--- src/rtl/mem_sync_arbiter.sv ---
// Round-robin row-sync arbiter: one bank at a time, sync pulse then wait for ready or timeout.
// Latency: req to sync 2 cycles, 5 cycles minimum per grant; no backpressure, requests accumulate in pending.
module mem_sync_arbiter #(
    parameter  int BGWIDTH = 2,
    parameter  int BAWIDTH = 2,
    parameter  int TIMEOUT = 64,
    localparam int BIDW    = BGWIDTH + BAWIDTH,
    localparam int NBANKS  = 2 ** BIDW
) (
    input  logic              clk_i,
    input  logic              reset_n_i,
    input  logic [NBANKS-1:0] req_i,
    input  logic [NBANKS-1:0] ready_i,
    input  logic              err_clr_i,
    output logic [NBANKS-1:0] sync_o,
    output logic              stall_o,
    output logic              grant_valid_o,
    output logic [BIDW-1:0]   grant_id_o,
    output logic [BIDW:0]     pending_cnt_o,
    output logic              err_timeout_o
);

    localparam int CW = (TIMEOUT > 1) ? $clog2(TIMEOUT) : 1;
    localparam logic [CW-1:0] WAIT_LAST = CW'(TIMEOUT - 1);

    typedef enum logic [1:0] {
        ST_IDLE,
        ST_ISSUE,
        ST_WAIT,
        ST_DONE
    } state_e;

    state_e            state_q, state_d;
    logic [NBANKS-1:0] pending_q, pending_d;
    logic [BIDW-1:0]   rr_ptr_q, rr_ptr_d;
    logic [BIDW-1:0]   grant_id_q, grant_id_d;
    logic [CW-1:0]     wait_cnt_q, wait_cnt_d;
    logic              err_q, err_d;

    logic [NBANKS-1:0] clr_mask;
    logic              timeout_hit;
    logic              pick_vld;
    logic [BIDW-1:0]   pick_id;
    logic [BIDW-1:0]   scan_idx;
    logic [BIDW:0]     pop_cnt;

    // Scan from the highest offset down so the bank closest to rr_ptr wins.
    always_comb begin
        pick_vld = 1'b0;
        pick_id  = rr_ptr_q;
        scan_idx = rr_ptr_q;
        for (int k = NBANKS - 1; k >= 0; k--) begin
            scan_idx = rr_ptr_q + BIDW'(k);
            if (pending_q[scan_idx]) begin
                pick_vld = 1'b1;
                pick_id  = scan_idx;
            end
        end
    end

    always_comb begin
        state_d     = state_q;
        grant_id_d  = grant_id_q;
        rr_ptr_d    = rr_ptr_q;
        wait_cnt_d  = wait_cnt_q;
        clr_mask    = '0;
        timeout_hit = 1'b0;
        case (state_q)
            ST_IDLE: begin
                if (pick_vld) begin
                    grant_id_d = pick_id;
                    state_d    = ST_ISSUE;
                end
            end
            ST_ISSUE: begin
                wait_cnt_d = '0;
                state_d    = ST_WAIT;
            end
            ST_WAIT: begin
                if (ready_i[grant_id_q]) begin
                    state_d = ST_DONE;
                end else if (wait_cnt_q == WAIT_LAST) begin
                    timeout_hit = 1'b1;
                    state_d     = ST_DONE;
                end else begin
                    wait_cnt_d = wait_cnt_q + 1'b1;
                end
            end
            ST_DONE: begin
                clr_mask = NBANKS'(1) << grant_id_q;
                rr_ptr_d = grant_id_q + BIDW'(1);
                state_d  = ST_IDLE;
            end
            default: state_d = ST_IDLE;
        endcase
    end

    // A request arriving in the clearing cycle must survive, so req is OR-ed after the clear.
    assign pending_d = (pending_q & ~clr_mask) | req_i;
    assign err_d     = timeout_hit | (err_q & ~err_clr_i);

    always_ff @(posedge clk_i or negedge reset_n_i) begin
        if (!reset_n_i) begin
            state_q    <= ST_IDLE;
            pending_q  <= '0;
            rr_ptr_q   <= '0;
            grant_id_q <= '0;
            wait_cnt_q <= '0;
            err_q      <= 1'b0;
        end else begin
            state_q    <= state_d;
            pending_q  <= pending_d;
            rr_ptr_q   <= rr_ptr_d;
            grant_id_q <= grant_id_d;
            wait_cnt_q <= wait_cnt_d;
            err_q      <= err_d;
        end
    end

    always_comb begin
        pop_cnt = '0;
        for (int i = 0; i < NBANKS; i++) begin
            pop_cnt = pop_cnt + (BIDW + 1)'(pending_q[i]);
        end
    end

    assign sync_o        = (state_q == ST_ISSUE) ? (NBANKS'(1) << grant_id_q) : '0;
    assign stall_o       = (state_q != ST_IDLE) | (|pending_q);
    assign grant_valid_o = (state_q != ST_IDLE);
    assign grant_id_o    = grant_id_q;
    assign pending_cnt_o = pop_cnt;
    assign err_timeout_o = err_q;

endmodule

--- config.mk ---
export PLATFORM = sky130hd
export DESIGN_NAME = mem_sync_arbiter
export DESIGN_NICKNAME = d
export VERILOG_FILES = /design/src/rtl/mem_sync_arbiter.sv
export SDC_FILE = /design/constraint.sdc
export NUM_CORES = 1
export LEC_CHECK = 0
export ABC_AREA = 1
export CAP_MARGIN = 20
export CORE_MARGIN = 10
export CORE_UTILIZATION = 55
export CTS_CLUSTER_DIAMETER = 50
export DETAILED_ROUTE_END_ITERATION = 6
export GPL_ROUTABILITY_DRIVEN = 0
export GPL_TIMING_DRIVEN = 0
export PLACE_DENSITY = 0.87
export SLEW_MARGIN = 10
export SYNTH_ARGS = -nofsm -noshare
export SYNTH_HDL_FRONTEND = slang
export SYNTH_SLANG_ARGS = --single-unit
--- constraint.sdc ---
create_clock -name clk_i -period 7.5 [get_ports clk_i]
set_input_delay 0.75 -clock clk_i [delete_from_list [all_inputs] [get_ports clk_i]]
set_output_delay 0.75 -clock clk_i [all_outputs]
set_load 0.05 [all_outputs]
# Word level (Yosys, flattened, before mapping)
# Index checks and enable logic that the tools add are counted.
# totals
ff_bits,33
mem_count,0
output_inout_bits,28
rom_bits,0
wordCells,156
input_bits,35
ram_bits,0
latch_bits,0
# op_classes
addsub,32
reduce_logical,7
order_cmp,17
eq_ne,8
n_mul,0
bitwise_logic,7
mux,78
shifts,1
div_mod_pow,0
# op_table
cell,n
$lt A4 B5 Y1 const B,17
$bmux W1 S4,17
$mux W4,16
$add A5 B1 Y5,11
$mux W1,36
$add A4 B4 Y4 const B,8
$mux W16,2
$add A4 B3 Y4 const B,4
$and A16 B16 Y16,1
$not A16 Y16,1
$or A16 B16 Y16,1
$reduce_or A16 Y1,1
$shl A1 B4 Y16 const A,1
$mux W6,2
$pmux W6 S2,1
$add A4 B1 Y4 const B,2
$add A4 B2 Y4 const B,2
$pmux W2 S4,1
$add A6 B1 Y6 const B,1
$eq A6 B6 Y1 const B,1
$mux W2,3
$ne A2 B2 Y1 const B,3
$add A4 B1 Y5,1
$add A3 B1 Y4,1
other kinds (12),16

# Depth between registers and ports, before layout
# logic_depth
word_depth,21
ltp_mapped,31
ltp_nobuf,29

# Worst setup path after synthesis
# Ideal clock, no wire load.
# synth_path
path_kind,reg2out
start,reg pending_q[11]
end,out pending_cnt_o[4]
path_buffers,0
t_required_ns,6.750
stages_incl_launch_ff,13
arrival_time_ns,4.172
slack_ns,2.578
cell_sequence,dfrtp_1 > fa_1 > inv_1 > fa_1 > inv_1 > fa_1 > inv_1 > fa_1 > inv_1 > ha_1 > inv_1 > fa_1 > o21ai_0
# synth_between
elab_chain_len,5
# synth_rtl
item,line_no,source
from (decl),34,"logic [NBANKS-1:0] pending_q, pending_d;"
from (signal assigned),112,pending_q <= pending_d;
$add A5 B1 Y5 (5 in series),123,pop_cnt = pop_cnt + (BIDW + 1)'(pending_q[i]);
to (decl),19,"output logic [BIDW:0] pending_cnt_o,"
# Every way passes these cells.

# Worst setup path after layout
# Same ends and word-level chain as after synthesis.

==> flow_summary.yaml <==
run_status:
  status: "finished clean"
timing:
  tns_ns: 0
  finalCritPeriodShare: 0.702
  worst_pin_slew_ns: 0.723
  fmax_mhz: 190
  finalMaxSlewViolations: 0
  finalHoldViolations: 0
  post-route-min-period_ns: 5.26
  rsz0062_at_grt: "false"
  max_slew_margin: 0.518
  finalSetupViolCount: 0
  skew_ns: 0.00478
synthesis:
  ys_ff_latch: 33
  synth.top_cell.area_share: 0.210
  netlist-cell-type-count: 40
  yosys.area.top_type: "dfrtp_1"
  synth_nets: 699
  ys_seq_area_frac: 0.210
  syn_area_um2: 3930
  synthTopCellsByArea: "dfrtp_1, nand2_1, nand3_1"
  ys_warn_count: 0
  syn_avg_cell_area_um2: 6.24
  syn-instance-count: 630
floorplanning:
  num_rows: 30
  die_area_um2: 10900
  die_x_um: 105
  die_y_um: 105
  initial_utilization: 0.573
  coreArea_um2: 6870
  ios: 63
clock_network:
  cts_resized: 0
  path_clk_slew_ns: 0.08
  cts_buffers: 5
  cts.sinks: 33
  cts_hold_buf: 0
  cts.path.max_buffers: 2
  clk_latency_ns: 0.29
  htree_levels: 2
  postCtsSetupBuffers: 0
  tritoncts: "yes"
  cts_root_buf: "clkbuf_8"
global_route:
  grt_pass1_wl_um: 20300
  antenna_found_initial: 0
  grt_remaining_overflow: 0
  track_usage: 0.217
  grt_pass1_vias: 4508
  grt_start_max_net_pins: 34
worst_setup_path:
  crit_path_max_fanout: 5
  cp.required_ns: 6.75
  worstSetupStartpointType: "flop"
  rr_startpoint: "rr_ptr_q[1]"
  worstSetupPathType: "flop to output port"
  cp.arrival_ns: 4.51
  worstSetupEndpointType: "output port"
  startpoint: "pending_q[11]"
drt:
  ant_nets: 0
  vias_per_cell: 5.72
  dr.pass1.iters: 6
  drt-initial-drc-count: 378
  routedWlPerCell_um: 15.3
  wl_um: 12200
  dr_total_vias: 4556
  drc: 0
layout:
  drive_gt1_frac: 0.0771
  antenna_cells: 0
  area_growth_pct: 21.6
  nets: 768
min_path:
  holdCritStartpoint: "wait_cnt_q[2]"
  hp-class: "flop to flop"
flow_run:
  drv_cap: 0
placement:
  port-buffer-count: 62
  dp_hpwl_um: 9750
routing by layer:
metal | track usage | up-vias | routed length (um)
li1 | - | 2167 | -
met1 | 0.250 | 2109 | 4770
met2 | 0.372 | 236 | 5850
met3 | 0.0565 | 44 | 1230
met4 | 0.0882 | 0 | 364
met5 | 0 | - | 0
per-stage QoR:
| stage | utilization | instances | worst slack (ns) | instance area (um^2) | hold slack, ns |
|---|---|---|---|---|---|
| after floorplan | - | 630 | 2.58 | 3930 | 0.447 |
| after global placement | 0.681 | 788 | 2.58 | 4670 | 0.469 |
| after detailed placement | 0.680 | 788 | 2.53 | 4670 | 0.478 |
| after CTS | 0.697 | 796 | 2.21 | 4780 | 0.495 |
| after global routing | 0.697 | 796 | 2.04 | 4780 | 0.503 |
| final | 0.697 | 796 | 2.24 | 4780 | 0.499 |
worst max-delay path: stages, from the launching register on:
cell and delay (ns):
dfrtp_1 0.48, fa_1 0.57, inv_1 0.05, fa_1 0.47, inv_1 0.05, fa_1 0.48, inv_1 0.06, fa_1 0.42
inv_1 0.06, ha_1 0.15, inv_1 0.05, fa_1 0.39, o21ai_0 0.18, clkdlybuf4s50_1 0.83
cell type report:
cell class,count,area [um^2]
Buffer,21,138
Clock buffer,5,68.8
Inverter,87,332
Timing Repair Buffer,62,616
Fill cell,591,2080
Multi-Input combinational cell,489,2640
Clock inverter,3,46.3
Sequential cell,33,826
Tap cell,96,120
sequential cells by signal, indices dropped and copies added, names as in the netlist:
name,count
err_timeout_o,1
grant_id_o,4
pending_q,16
rr_ptr_q,4
state_q,2
wait_cnt_q,6
placed cells by master (no fill, tap or decap), types with 2 or more instances in the layout:
cell type,instances
nand2_2,17
nand4_1,5
inv_1,76
dfrtp_1,33
buf_6,4
o22ai_1,5
fa_1,10
a31oi_1,2
o21bai_1,10
a21oi_1,42
ha_1,24
clkinv_1,2
nor2_1,40
xnor2_1,2
xor2_1,7
o21ai_1,4
buf_2,6
clkbuf_1,7
nand2_1,190
nor3_1,9
o21ai_0,24
buf_4,3
nand3_1,83
nor4_1,3
clkbuf_8,5
inv_2,8
clkdlybuf4s50_1,61
cell usage after synthesis:
| cell | number |
|---|---|
| nand2_1 | 190 |
| nand3_1 | 83 |
| inv_1 | 76 |
| a21oi_1 | 42 |
| nor2_1 | 40 |
| dfrtp_1 | 33 |
| ha_1 | 24 |
| o21ai_0 | 24 |
| nand2_2 | 17 |
| fa_1 | 10 |
| o21bai_1 | 10 |
| nor3_1 | 9 |
| inv_2 | 8 |
| clkbuf_1 | 7 |
| xor2_1 | 7 |
| buf_2 | 5 |
| nand4_1 | 5 |
| o22ai_1 | 5 |
| buf_6 | 4 |
| o21ai_1 | 4 |
| buf_4 | 3 |
| nor4_1 | 3 |
| a31oi_1 | 2 |
| clkinv_1 | 2 |
| xnor2_1 | 2 |
| a21o_1 | 1 |
| a21oi_4 | 1 |
| and2_1 | 1 |
| and3_1 | 1 |
| buf_1 | 1 |
| buf_8 | 1 |
| inv_6 | 1 |
| nand2_4 | 1 |
| nor3b_1 | 1 |
| nor4_2 | 1 |
| o211ai_1 | 1 |
| o21a_2 | 1 |
| o21ai_2 | 1 |
| o221ai_1 | 1 |
| or2_4 | 1 |
kinds of logic after synthesis:
group / Yosys count / share of synthesized area
buffers and inverters: 108 / 0.119
XOR/XNOR: 9 / 0.0200
adder cells (fa/ha/maj): 34 / 0.127
AO/OA/AOI/OAI: 93 / 0.134
AND/OR/NAND/NOR: 353 / 0.390
flip-flops: 33 / 0.210
path summary, 6_finish.rpt:
path | end | slack (ns) | cells past startpoint
setup / recovery | pending_cnt_o[4] | 2.24 | 13
hold / removal | wait_cnt_q[2] | 0.50 | 1
setup reg to reg | grant_id_o[2] | 4.05 | 18
hold reg to reg | wait_cnt_q[2] | 0.50 | 1
max in group asynchronous | pending_q[14] | 6.52 | 1
min in group asynchronous | wait_cnt_q[4] | 0.51 | 1
Power is left out: the tool's default activity adds up to more than one toggle a clock period on the data nets, which glitch-free logic cannot reach.
==> RTL edit 1 (config.mk and constraints unchanged) <==
`pending_q` no longer has a reset.
--- a/src/rtl/mem_sync_arbiter.sv
+++ b/src/rtl/mem_sync_arbiter.sv
@@ -102,19 +102,21 @@
     always_ff @(posedge clk_i or negedge reset_n_i) begin
         if (!reset_n_i) begin
             state_q    <= ST_IDLE;
-            pending_q  <= '0;
             rr_ptr_q   <= '0;
             grant_id_q <= '0;
             wait_cnt_q <= '0;
             err_q      <= 1'b0;
         end else begin
             state_q    <= state_d;
-            pending_q  <= pending_d;
             rr_ptr_q   <= rr_ptr_d;
             grant_id_q <= grant_id_d;
             wait_cnt_q <= wait_cnt_d;
             err_q      <= err_d;
         end
+    end
+
+    always_ff @(posedge clk_i) begin
+        pending_q <= pending_d;
     end
 
     always_comb begin
Function: changed (Yosys sat finds a counterexample within 4 cycles, from zero or initial values and one cycle with reset_n_i low).
==> RTL edit 1 against the original RTL <==
First-iteration DRC count is 31% lower. Fmax is 2.1% lower. Critical path type unchanged. Cell count stayed put. Design area is 1.5% lower. Hold slack better by 0.020 ns. Sequential cell count stayed put. Area after synthesis is 2.0% lower. Clock skew is 0.00096 ns higher. Wire length is 4.7% lower. Count of clock-buffer cells in the layout is 2 higher. Worst setup slack worse by 0.11 ns.
Power is not shown: default switching activity piles up to over one toggle a cycle in this logic, so the estimate is an artifact.
==> RTL edit 1: results (changes against the original RTL) <==
<table>
<tr><th>Metric</th><th>Value</th></tr>
<tr><th colspan="2">Routing</th></tr>
<tr><td>Routed length per instance</td><td>14.6 um (-4.7%)</td></tr>
<tr><td>Iteration-0 DRC Markers</td><td>261 (-31%)</td></tr>
<tr><td>Pre-Repair DR Iteration Count</td><td>4 (-2)</td></tr>
<tr><td>Vias after detailed routing</td><td>4357 (-4.4%)</td></tr>
<tr><th colspan="2">Cells and area</th></tr>
<tr><td>Leading registers by flop count</td><td>pending_q x16, wait_cnt_q x6</td></tr>
<tr><td>Count of nets after finishing</td><td>768 (unchanged)</td></tr>
<tr><td>Fraction of layout cells with a size suffix above 1</td><td>7.43% (-0.29 points)</td></tr>
<tr><th colspan="2">Clocking</th></tr>
<tr><td>Max Root-Sink Buffers</td><td>2 (unchanged)</td></tr>
<tr><td>Clk pin slew, worst setup/hold paths</td><td>0.07 ns</td></tr>
<tr><td>Number of CTS-inserted buffers</td><td>5 (unchanged)</td></tr>
<tr><td>Clock latency at the later pin of the worst-skew pair</td><td>0.28 ns</td></tr>
<tr><th colspan="2">Global route</th></tr>
<tr><td>First-pass GRT wire length</td><td>19.2 mm (-5.6%)</td></tr>
<tr><td>Number of global-route vias before repair</td><td>4217 (-6.5%)</td></tr>
<tr><td>Maximum number of pins on one net before global-route repair</td><td>18 (-47%)</td></tr>
<tr><td>GRT Resource Usage Total</td><td>20.6% (-1.1 points)</td></tr>
<tr><th colspan="2">Setup path</th></tr>
<tr><td>Worst R2R Setup Slack</td><td>4.12 ns (+0.07 ns)</td></tr>
<tr><td>Worst Setup SP</td><td>pending_q[11]$_DFF_P_</td></tr>
<tr><td>Capture point of the critical path</td><td>pending_cnt_o[4]</td></tr>
<tr><td>Crit Reg-Reg Startpoint</td><td>rr_ptr_q[1]$_DFFE_PN0P_</td></tr>
<tr><td>End of the worst register-to-register path</td><td>grant_id_o[2]$_DFFE_PN0P_</td></tr>
<tr><td>Arrival time worst endpoint</td><td>4.63 ns (+0.12 ns)</td></tr>
<tr><th colspan="2">Synthesis</th></tr>
<tr><td>Portion of the post-synthesis area used by sequential elements</td><td>19.4% (-1.6 points)</td></tr>
<tr><td>Distinct cells, synth</td><td>41 (+2.5%)</td></tr>
<tr><td>YS warnings</td><td>0 (unchanged)</td></tr>
<tr><td>Main area contributors after synthesis</td><td>nand2_1, dfrtp_1, nand3_1, dfxtp_1, ha_1</td></tr>
<tr><td>Syn nets</td><td>699 (unchanged)</td></tr>
<tr><td>Async set or reset register ratio after synthesis</td><td>51.5% (-48 points)</td></tr>
<tr><th colspan="2">STA</th></tr>
<tr><td>Worst Clk Skew</td><td>0.00574 ns (+0.000961 ns)</td></tr>
<tr><td>Slew at the pin closest to its max-slew limit</td><td>0.735 ns (+0.0122 ns)</td></tr>
<tr><th colspan="2">Placed design</th></tr>
<tr><td>Total half-perimeter wirelength after legalization and detailed placement</td><td>9.30 mm (-4.7%)</td></tr>
<tr><td>IO Port Bufs</td><td>62 (unchanged)</td></tr>
<tr><th colspan="2">Run status</th></tr>
<tr><td>Status</td><td>complete, no violations</td></tr>
</table>
## RTL edit 1: changes by cell type after synthesis, sizes merged
cell | before | now
dfrtp | 33 | 17
dfxtp | 0 | 16
## RTL edit 1: how the worst min path moves through the flow
stage / startpoint / endpoint / slack [ns] / cells after the start
after floorplan: reset_n_i / err_timeout_o$_DFF_PN0_ / 0.45 / 0
after global placement: wait_cnt_q[2]$_DFFE_PN0P_ / wait_cnt_q[2]$_DFFE_PN0P_ / 0.48 / 1
after detailed placement: wait_cnt_q[2]$_DFFE_PN0P_ / wait_cnt_q[2]$_DFFE_PN0P_ / 0.51 / 1
after CTS: wait_cnt_q[2]$_DFFE_PN0P_ / wait_cnt_q[2]$_DFFE_PN0P_ / 0.51 / 1
after global routing: wait_cnt_q[4]$_DFFE_PN0P_ / wait_cnt_q[4]$_DFFE_PN0P_ / 0.54 / 1
final: wait_cnt_q[2]$_DFFE_PN0P_ / wait_cnt_q[2]$_DFFE_PN0P_ / 0.52 / 1
## RTL edit 1: layout make-up
cell class,count,area (um2)
clock inverter,1,30.0
tap,96,120
timing repair buffer,62,621
sequential,33,746
inverter,87,332
buffer,21,138
multi-input combinational,489,2640
fill,585,2080
clock buffer,7,86.3
## RTL edit 1: critical path, cell delays in order (launching register included)
cell	delay, ns
dfxtp_1	0.41
fa_1	0.57
inv_1	0.05
fa_1	0.47
inv_1	0.05
fa_1	0.48
inv_1	0.05
fa_1	0.43
inv_1	0.06
ha_1	0.15
inv_1	0.06
fa_1	0.42
o21ai_0	0.28
clkdlybuf4s50_1	0.87
## RTL edit 1: through the flow
stage          hold WS (ns)  area (um2)  instances  worst slack (ns)  utilization, %
5_1_grt               0.538        4710        796              2.01            69.3
4_1_cts               0.515        4710        796              2.12            69.3
6_report              0.519        4710        796              2.12            69.3
3_5_place_dp          0.507        4590        788              2.52            67.6
3_3_place_gp          0.478        4590        788              2.63            67.6
2_1_floorplan         0.447        3850        630              2.66               -
## RTL edit 1: logic make-up (layout without fill, tap and decap cells)
logic type                 Yosys count  count (layout)  synth area share [%]
xor gates and xnor gates             9               9                  2.05
buffers and inverters              108             178                  12.2
AOI/OAI and AO/OA                   93              93                  13.7
and+or+nand+nor                    353             353                  39.8
adders and majority gates           34              34                  13.0
DFF                                 33              33                  19.4
## RTL edit 1: routing by layer
layer	wire length (um)	track usage (%)	part of all wire [%]
met4	308	8.15	2.6
met1	4910	24.7	42
met3	1110	5.27	9.6
met2	5310	34.3	46
met5	0	0	0
==> RTL edit 2 (same settings) <==
Made on the original files. The parameter `TIMEOUT` goes from 64 to 32.
--- a/src/rtl/mem_sync_arbiter.sv
+++ b/src/rtl/mem_sync_arbiter.sv
@@ -3,7 +3,7 @@
 module mem_sync_arbiter #(
     parameter  int BGWIDTH = 2,
     parameter  int BAWIDTH = 2,
-    parameter  int TIMEOUT = 64,
+    parameter  int TIMEOUT = 32,
     localparam int BIDW    = BGWIDTH + BAWIDTH,
     localparam int NBANKS  = 2 ** BIDW
 ) (
Function: no difference found for any inputs over 4 cycles, from zero or initial values and one cycle with reset_n_i low; that may be too few to reach the edited logic, so the function may still have changed.
==> RTL edit 2 against the original RTL <==
Wire length down 3.9%. Critical path depth down 2. Area after synthesis down 0.13%. Sequential share of layout area down 0.49 points. Sequential cell count down 1. Worst setup slack worse by 0.0069 ns. Design area down 0.18%.
Power is not shown: default switching activity piles up to over one toggle a cycle in this logic, so the estimate is an artifact.
==> RTL edit 2: results (changes against the original RTL) <==
<table>
<tr><th>Metric</th><th>Value</th></tr>
<tr><th colspan="2">Setup path</th></tr>
<tr><td>R2r worst-path depth</td><td>15 (-3)</td></tr>
<tr><td>Worst Setup SP</td><td>pending_q[0]$_DFF_PN0_</td></tr>
<tr><td>Worst R2R Setup Slack</td><td>4.15 ns (+0.10 ns)</td></tr>
<tr><td>Arrival time worst endpoint</td><td>4.52 ns (about the same)</td></tr>
<tr><td>Max Fanout on Critical Path</td><td>4 (-1)</td></tr>
<tr><th colspan="2">Global route</th></tr>
<tr><td>GR Util met2</td><td>36.5% (-0.76 points)</td></tr>
<tr><td>First-pass GRT wire length</td><td>20.1 mm (-1.2%)</td></tr>
<tr><td>Maximum number of pins on one net before global-route repair</td><td>33 (-2.9%)</td></tr>
<tr><td>Global routing met3 resource utilization</td><td>4.21% (-1.4 points)</td></tr>
<tr><td>Met1 routing resource usage after global routing</td><td>26.1% (+1.1 points)</td></tr>
<tr><th colspan="2">Synthesis</th></tr>
<tr><td>Share of Yosys cell area claimed by the top area cell type</td><td>20.4% (-0.61 points)</td></tr>
<tr><td>Portion of the post-synthesis area used by sequential elements</td><td>20.4% (-0.61 points)</td></tr>
<tr><td>Most frequent cells after synthesis</td><td>nand2_1, nand3_1, inv_1</td></tr>
<tr><td>Main area contributors after synthesis</td><td>dfrtp_1, nand2_1, nand3_1, ha_1, inv_1</td></tr>
<tr><td>Syn nets</td><td>686 (-1.9%)</td></tr>
<tr><th colspan="2">Routing</th></tr>
<tr><td>Met2 WL</td><td>5.59 mm (-4.5%)</td></tr>
<tr><td>Iteration-0 DRC Markers</td><td>353 (-6.6%)</td></tr>
<tr><td>Routed length per instance</td><td>15.0 um (-2.2%)</td></tr>
<tr><td>Post-route met1 wirelength</td><td>4.87 mm (+2.1%)</td></tr>
<tr><td>Pre-Repair DR Iteration Count</td><td>5 (-1)</td></tr>
<tr><td>Amount of wire on met3 after detailed routing</td><td>1.02 mm (-17%)</td></tr>
<tr><th colspan="2">STA</th></tr>
<tr><td>Hold slack final</td><td>0.515 ns (+0.0163 ns)</td></tr>
<tr><td>Worst Clk Skew</td><td>0.00391 ns (-0.000866 ns)</td></tr>
<tr><td>Fraction of the cycle the final worst path needs</td><td>70.3% (+0.093 points)</td></tr>
<tr><td>Slew at the pin closest to its max-slew limit</td><td>0.712 ns (-0.0109 ns)</td></tr>
<tr><th colspan="2">Placed design</th></tr>
<tr><td>Total half-perimeter wirelength after legalization and detailed placement</td><td>9.53 mm (-2.3%)</td></tr>
<tr><td>Total cell area at the placement stage</td><td>4660 um2 (-0.11%)</td></tr>
<tr><th colspan="2">Run status</th></tr>
<tr><td>Status</td><td>complete, no violations</td></tr>
<tr><th colspan="2">Cells and area</th></tr>
<tr><td>Leading registers by flop count</td><td>pending_q x16, wait_cnt_q x5</td></tr>
<tr><td>Fraction of layout cells with a size suffix above 1</td><td>10.1% (+2.3 points)</td></tr>
<tr><td>Final-layout fill cell count</td><td>579 (-2.0%)</td></tr>
<tr><td>Count of nets after finishing</td><td>755 (-1.7%)</td></tr>
</table>
-- RTL edit 2: changes by cell type in the layout (fill, tap and decap cells not counted), moves of 5 or more --
cell | before | now
nor2_1 | 40 | 54
inv_1 | 76 | 68
nand3_1 | 83 | 78
nand2_4 | 1 | 6
xor2_1 | 7 | 2
nand2_1 | 190 | 179
a21oi_1 | 42 | 36
-- RTL edit 2: layout make-up --
cell class / instances / area share [%]
inverter: 86 / 6.79
clock inverter: 3 / 0.891
tap: 96 / 2.52
clock buffer: 5 / 1.44
multi-input combinational: 481 / 56.2
buffer: 17 / 2.49
timing repair buffer: 62 / 12.9
sequential: 32 / 16.8
-- RTL edit 2: cells by family (layout without fill, tap and decap cells) --
kind of cell    Yosys count  in the layout  synth area share, %
xor+xnor                  8              8                 2.83
compound gates           86             86                 12.8
buf+inv                 103            173                 11.3
flops                    32             32                 20.4
simple gates            352            352                 39.6
fa+ha+maj                35             35                 13.1
